[src/rtl/multdiv_unit_pkg.sv]
// rtl/multdiv_unit_pkg.sv - shared types and constants for the multiply/divide unit
package multdiv_unit_pkg;

  typedef enum logic [1:0] {
    MD_MULT  = 2'd0,
    MD_MULTU = 2'd1,
    MD_DIV   = 2'd2,
    MD_DIVU  = 2'd3
  } md_op_t;

  typedef enum logic [1:0] {
    IDLE = 2'd0,
    MUL  = 2'd1,
    DIV  = 2'd2,
    FIX  = 2'd3
  } md_state_t;

  localparam int DIV_ITERS = 32;

  // Two's-complement magnitude; unsigned operands pass through untouched.
  function automatic logic [31:0] abs32(input logic [31:0] v, input logic is_signed);
    return (is_signed && v[31]) ? (~v + 32'd1) : v;
  endfunction

endpackage

[src/rtl/multdiv_unit_div_core.sv]
// rtl/multdiv_unit_div_core.sv - restoring divider datapath on unsigned magnitudes
module div_core (
  input  logic        clk_i,
  input  logic        reset_i,
  input  logic        load_i,
  input  logic        step_i,
  input  logic        finish_i,
  input  logic [31:0] dividend_i,
  input  logic [31:0] divisor_i,
  output logic [31:0] mag_q_o,
  output logic [31:0] mag_r_o,
  output logic [5:0]  iter_o
);

  // {remainder, quotient}: dividend bits shift out of the low half as quotient bits shift in
  logic [63:0] rq_q, rq_d;
  logic [31:0] dvs_q, dvs_d;
  logic [5:0]  iter_q, iter_d;
  logic [32:0] shifted;
  logic [32:0] diff;

  // One restoring step per cycle; load wins over finish, finish wins over step
  always_comb begin
    shifted = {rq_q[63:32], rq_q[31]};
    diff    = shifted - {1'b0, dvs_q};
    rq_d    = rq_q;
    dvs_d   = dvs_q;
    iter_d  = iter_q;
    if (load_i) begin
      rq_d   = {32'd0, dividend_i};
      dvs_d  = divisor_i;
      iter_d = 6'd0;
    end else if (finish_i) begin
      iter_d = 6'd0;
    end else if (step_i) begin
      if (!diff[32]) begin
        rq_d = {diff[31:0], rq_q[30:0], 1'b1};
      end else begin
        rq_d = {shifted[31:0], rq_q[30:0], 1'b0};
      end
      iter_d = iter_q + 6'd1;
    end
  end

  // Divider state registers
  always_ff @(posedge clk_i) begin
    if (reset_i) begin
      rq_q   <= 64'd0;
      dvs_q  <= 32'd0;
      iter_q <= 6'd0;
    end else begin
      rq_q   <= rq_d;
      dvs_q  <= dvs_d;
      iter_q <= iter_d;
    end
  end

  assign mag_q_o = rq_q[31:0];
  assign mag_r_o = rq_q[63:32];
  assign iter_o  = iter_q;

endmodule

[src/rtl/multdiv_unit.sv]
// rtl/multdiv_unit.sv - MULT/MULTU/DIV/DIVU unit producing {hi,lo}; MULTDIV_EARLY_OUT_EN enables divide early-out
module multdiv_unit
  import multdiv_unit_pkg::*;
#(
  parameter int MUL_LAT = 2
) (
  input  logic        clk_i,
  input  logic        reset_i,
  input  logic        start_i,
  input  md_op_t      op_i,
  input  logic [31:0] a_i,
  input  logic [31:0] b_i,
  input  logic        flush_i,
  output logic        ready_o,
  output logic        done_o,
  output logic [31:0] hi_o,
  output logic [31:0] lo_o
);

  localparam logic [3:0] MUL_LAT_C  = 4'(MUL_LAT);
  localparam logic [5:0] LAST_ITER  = 6'(DIV_ITERS - 1);

  md_state_t   state_q, state_d;
  logic [3:0]  mul_cnt_q, mul_cnt_d;
  md_op_t      op_q;
  logic [31:0] a_q, b_q;
  logic        early_q;
  logic        done_q, done_d;
  logic [31:0] hi_q, lo_q;

  logic        accept;
  logic        div_load, div_step, div_finish;
  logic        early_in;
  logic        in_signed;
  logic [31:0] core_q, core_r;
  logic [5:0]  div_iter;

  assign in_signed = (op_i == MD_DIV);

`ifdef MULTDIV_EARLY_OUT_EN
  logic [31:0] a_mag_in, b_mag_in;
  assign a_mag_in = abs32(a_i, in_signed);
  assign b_mag_in = abs32(b_i, in_signed);
  assign early_in = (b_mag_in == 32'd0) || (a_mag_in < b_mag_in);
`else
  assign early_in = 1'b0;
`endif

  div_core u_div_core (
    .clk_i      (clk_i),
    .reset_i    (reset_i),
    .load_i     (div_load),
    .step_i     (div_step),
    .finish_i   (div_finish),
    .dividend_i (abs32(a_i, in_signed)),
    .divisor_i  (abs32(b_i, in_signed)),
    .mag_q_o    (core_q),
    .mag_r_o    (core_r),
    .iter_o     (div_iter)
  );

  // FSM state register
  always_ff @(posedge clk_i) begin
    if (reset_i) begin
      state_q   <= IDLE;
      mul_cnt_q <= 4'd0;
    end else begin
      state_q   <= state_d;
      mul_cnt_q <= mul_cnt_d;
    end
  end

  // Next state, divider handshake and done; flush overrides everything
  always_comb begin
    state_d    = state_q;
    mul_cnt_d  = mul_cnt_q;
    accept     = 1'b0;
    div_load   = 1'b0;
    div_step   = 1'b0;
    div_finish = 1'b0;
    done_d     = 1'b0;
    case (state_q)
      IDLE: begin
        if (start_i && !flush_i) begin
          accept    = 1'b1;
          mul_cnt_d = 4'd0;
          if (op_i == MD_MULT || op_i == MD_MULTU) begin
            state_d = MUL;
          end else begin
            div_load = 1'b1;
            state_d  = early_in ? FIX : DIV;
          end
        end
      end
      MUL: begin
        mul_cnt_d = mul_cnt_q + 4'd1;
        if (mul_cnt_d == MUL_LAT_C) begin
          state_d   = IDLE;
          mul_cnt_d = 4'd0;
          done_d    = 1'b1;
        end
      end
      DIV: begin
        div_step = 1'b1;
        if (div_iter == LAST_ITER) begin
          state_d = FIX;
        end
      end
      FIX: begin
        state_d    = IDLE;
        div_finish = 1'b1;
        done_d     = 1'b1;
      end
      default: state_d = IDLE;
    endcase
    if (flush_i) begin
      state_d    = IDLE;
      mul_cnt_d  = 4'd0;
      div_step   = 1'b0;
      div_finish = 1'b1;
      done_d     = 1'b0;
    end
  end

  logic        res_signed;
  logic [63:0] a_ext, b_ext, product;
  logic [31:0] mq, mr, quo, rem;

  // Final results from the latched operands: full product, or sign-corrected quotient/remainder
  always_comb begin
    res_signed = (op_q == MD_MULT) || (op_q == MD_DIV);
    a_ext      = res_signed ? {{32{a_q[31]}}, a_q} : {32'd0, a_q};
    b_ext      = res_signed ? {{32{b_q[31]}}, b_q} : {32'd0, b_q};
    product    = a_ext * b_ext;
    if (early_q) begin
      mq = (b_q == 32'd0) ? 32'hFFFF_FFFF : 32'd0;
      mr = abs32(a_q, res_signed);
    end else begin
      mq = core_q;
      mr = core_r;
    end
    quo = (res_signed && (a_q[31] ^ b_q[31])) ? (~mq + 32'd1) : mq;
    rem = (res_signed && a_q[31]) ? (~mr + 32'd1) : mr;
  end

  // Operand latch, done pulse and HI/LO result registers
  always_ff @(posedge clk_i) begin
    if (reset_i) begin
      op_q    <= MD_MULT;
      a_q     <= 32'd0;
      b_q     <= 32'd0;
      early_q <= 1'b0;
      done_q  <= 1'b0;
      hi_q    <= 32'd0;
      lo_q    <= 32'd0;
    end else begin
      if (accept) begin
        op_q    <= op_i;
        a_q     <= a_i;
        b_q     <= b_i;
        early_q <= early_in;
      end
      done_q <= done_d;
      if (done_d) begin
        if (state_q == MUL) begin
          hi_q <= product[63:32];
          lo_q <= product[31:0];
        end else begin
          hi_q <= rem;
          lo_q <= quo;
        end
      end
    end
  end

  assign ready_o = (state_q == IDLE);
  assign done_o  = done_q;
  assign hi_o    = hi_q;
  assign lo_o    = lo_q;

endmodule
[config.mk]
export PLATFORM = sky130hd
export DESIGN_NAME = multdiv_unit
export DESIGN_NICKNAME = d
export VERILOG_FILES = /design/src/rtl/multdiv_unit_pkg.sv /design/src/rtl/multdiv_unit_div_core.sv /design/src/rtl/multdiv_unit.sv
export SDC_FILE = /design/constraint.sdc
export NUM_CORES = 2
export LEC_CHECK = 0
export BUFFER_PORTS_ARGS = -buffer_cell sky130_fd_sc_hd__buf_2
export CAP_MARGIN = 20
export CORE_MARGIN = 1.5
export CORE_UTILIZATION = 50
export DETAILED_ROUTE_END_ITERATION = 8
export PLACE_DENSITY_LB_ADDON = 0.25
export RECOVER_POWER = 50
export SETUP_SLACK_MARGIN = 0.15
export SLEW_MARGIN = 20
export SYNTH_ARGS = -nofsm -noshare
export SYNTH_HDL_FRONTEND = slang
export SYNTH_HIERARCHICAL = 1
export SYNTH_SLANG_ARGS = --single-unit
[constraint.sdc]
create_clock -name clk_i -period 14.4 [get_ports clk_i]
set_clock_uncertainty 0.2 [all_clocks]
set_input_delay 0.72 -clock clk_i [delete_from_list [all_inputs] [get_ports clk_i]]
set_output_delay 0.72 -clock clk_i [all_outputs]
set_load 0.01 [all_outputs]
==> run summary <==
outcome: finished with violations
failing checks: capacitance limit, slew limit
top post-synthesis cells by area: fa_1 (46%), inv_1 (9.6%), dfxtp_1 (7.7%)
Worst path depth: 28
I/O pin cnt: 136
class of the worst hold path: in2reg
Cell Area, Synth: 61600 sq um
Seq pwr share: 25.7%
Initial Util: 50.5%
Tot Pwr: 0.00273 W
critical path class: reg2reg
GRT Util Overall: 29.5%
Logic pwr share: 46.2%
1st-iter DRT viols: 3654
Synth warnings: 6
Min-Delay Path Depth: 3
leading area contributor after synthesis: fa_1
full die area: 125000 sq um
CTS tree: done
Int Power: 0.00158 W
WL met3: 11300 um
clock power share: 28.1%
drt pass-1 iters: 5
Vias: 46.2k
CTS Sinks: 238
ANT nets after route: 0
Crit path buffers/inverters: 7
number of synthesized flops with an enable pin: 0
CP Launch Type: flip-flop
Crit. End Element: flip-flop
initial antenna violation count: 7
asr flop ratio synth: 0%
final period utilization: 71.3%
PwrDens: 42.4 nW/um^2
number of global-route vias before repair: 49.5k
Clk Latency, worst-skew pair: 0.58 ns
port bufs: 135
Switching Power: 0.00116 W
Cell variety after synth: 88
# Post-CTS Setup Buffers: 0
detailed-route DRC error count: 0
worst reg-to-reg path cell count: 28
nets@finish: 8670
Clock transition at path regs: 0.06 ns
Tmin final: 10.26 ns
sequential share of the synthesized area: 7.73%
final hold violations: 0
hold_buf cts: 0
share of layout cells above drive strength 1: 3.98%
delay-heaviest family, CP: adder cells
Placed Area: 63600 sq um
setup violators final: 0
maximum VDD drop: 80.4 uV
largest net degree at the start of global routing: 105
maximum root-to-sink buffer count: 3
Site Rows: 128
die width: 354 um
post-layout util: 52.9%
WL met2: 85300 um
Inserted Clock Buffers: 28
hpwl dp: 146000 um
CP max stage delay: 0.84 ns
Seq cells post-synth: 238
CP max FO: 43
main flop type after synthesis: dfxtp_1
dpl ws: 4.25 ns
Mapped Nets: 8778
Critical Path RT: 14.40 ns
Total Wirelength: 179000 um
Final Cell Area: 64500 sq um
Fmax achieved: 97.4 MHz
Setup TNS: 0 ns
Post-CTS Resized: 0
post-synthesis average cell area: 8.88 sq um
RSZ-0062 raised after global routing: no
max-capacitance violation count: 2
Max-slew headroom: -261%
critical path data arrival time: 10.27 ns
share of the synthesized area in the top cell type: 46.1%
Congestion Overflow GR: 0
final worst-path setup slack: 4.14 ns
CTS H-Tree Depth: 1
slowest cell on the critical path: fa_1
via/cell ratio: 5.44
most used cell, CP: fa_1
core box area: 122000 sq um
area delta synth->final: 4.77%
Worst-Margin Slew: 5.41 ns
Root Driver: clkbuf_16
gpl congestion: 0.952
Sw Ratio: 42.3%
Final Max Tran Viols: 206
post-synthesis cell count: 6940
post-DR wirelength/cell: 21.1 um
Die Height: 354 um
Top Layer Used: met4
global-route wire length before repair: 287000 um
met1 WL: 74100 um
Leak: 32.1 nW
## cell type report
| cell class | instances | area, sq um |
|---|---|---|
| well taps | 1625 | 2030 |
| repair buffers | 216 | 1200 |
| multi-input cells | 4771 | 49600 |
| clock inverters | 14 | 214 |
| fillers | 11409 | 57500 |
| inverters | 1577 | 5920 |
| diodes | 8 | 20.0 |
| clock buffers | 37 | 764 |
| flip-flops and latches | 238 | 4790 |
## per-layer routing
metal,track usage [%],vias up
met5,0,-
met4,11.3,0
met3,3.41,351
met2,48.5,1592
met1,40.2,23799
li1,-,20464
## worst reg2reg max path: cells and delay by family, from the launching register on
kind                       cells  cell delay, ns
DFF                            1            0.48
AOI/OAI and AO/OA              4            0.97
adders and majority gates     11            5.76
buffers and inverters          7            1.06
and+or+nand+nor                5            1.29
xor gates and xnor gates       1            0.15
## flip-flops by register name (all words and copies together), names as in the netlist
register           flops
b_q                   32
state_q                2
op_q                   1
lo_o                  32
done_o                 1
u_div_core/dvs_q      32
hi_o                  32
a_q                   32
u_div_core/iter_o      6
mul_cnt_q              4
u_div_core/rq_q       64
## path summary, 6_finish.rpt
check,startpoint,end,slack [ns]
max,op_q[0],hi_o[29],4.14
min,b_i[21],b_q[21],0.21
max reg2reg,op_q[0],hi_o[29],4.14
min reg2reg,a_q[14],a_q[14],0.25
## logic make-up after synthesis
kind of cell | Yosys count | share of synthesized area [%]
xor+xnor | 261 | 3.71
simple gates | 1975 | 15.5
flops | 238 | 7.73
buf+inv | 1931 | 11.8
fa+ha+maj | 1771 | 53.3
compound gates | 727 | 7.39
mux | 37 | 0.601
## metrics by stage
stage / hold WS, ns / cells
after global placement: 0.238 / 8427
after detailed placement: 0.243 / 8427
final: 0.213 / 8486
after floorplan: 0.253 / 6940
after global routing: 0.213 / 8485
after CTS: 0.188 / 8478
## cells in the final DEF (no fill, tap or decap), types with 16 or more instances in the layout
master | netlist | final
a211oi_1 | 39 | 39
a21o_1 | 49 | 49
a21oi_1 | 310 | 310
a311oi_1 | 22 | 22
a31oi_1 | 18 | 18
and2_1 | 592 | 592
buf_2 | 7 | 68
buf_4 | 1 | 80
clkbuf_1 | 322 | 74
clkbuf_16 | 0 | 28
dfxtp_1 | 238 | 219
dfxtp_2 | 0 | 19
fa_1 | 1420 | 1420
ha_1 | 348 | 348
inv_1 | 1577 | 1576
mux2i_1 | 37 | 37
nand2_1 | 873 | 872
nand2b_1 | 22 | 20
nand3_1 | 27 | 27
nand4_1 | 21 | 21
nor2_1 | 253 | 253
nor2b_1 | 22 | 18
nor3_1 | 71 | 71
nor4_1 | 23 | 23
o211ai_1 | 21 | 21
o21ai_0 | 126 | 126
o21bai_1 | 16 | 16
o31ai_1 | 19 | 19
or3_1 | 22 | 22
xnor2_1 | 159 | 159
xor2_1 | 102 | 102
## power by group through the flow
stage	logic, W	registers (W)	clock network [W]
2_1_floorplan	0.000860	0.000704	0
3_3_place_gp	0.00124	0.000716	0
3_5_place_dp	0.00125	0.000716	0
4_1_cts	0.00126	0.000702	0.000778
5_1_grt	0.00140	0.000705	0.000805
6_report	0.00126	0.000703	0.000769
## synth_stat cells, types with 71 or more instances
| library cell | instances |
|---|---|
| inv_1 | 1577 |
| and2_1 | 592 |
| nand2_1 | 873 |
| fa_1 | 1420 |
| ha_1 | 348 |
| clkbuf_1 | 322 |
| xnor2_1 | 159 |
| xor2_1 | 102 |
| o21ai_0 | 126 |
| nor2_1 | 253 |
| nor3_1 | 71 |
| dfxtp_1 | 238 |
| a21oi_1 | 310 |
Power figures use the tool's default switching activity.
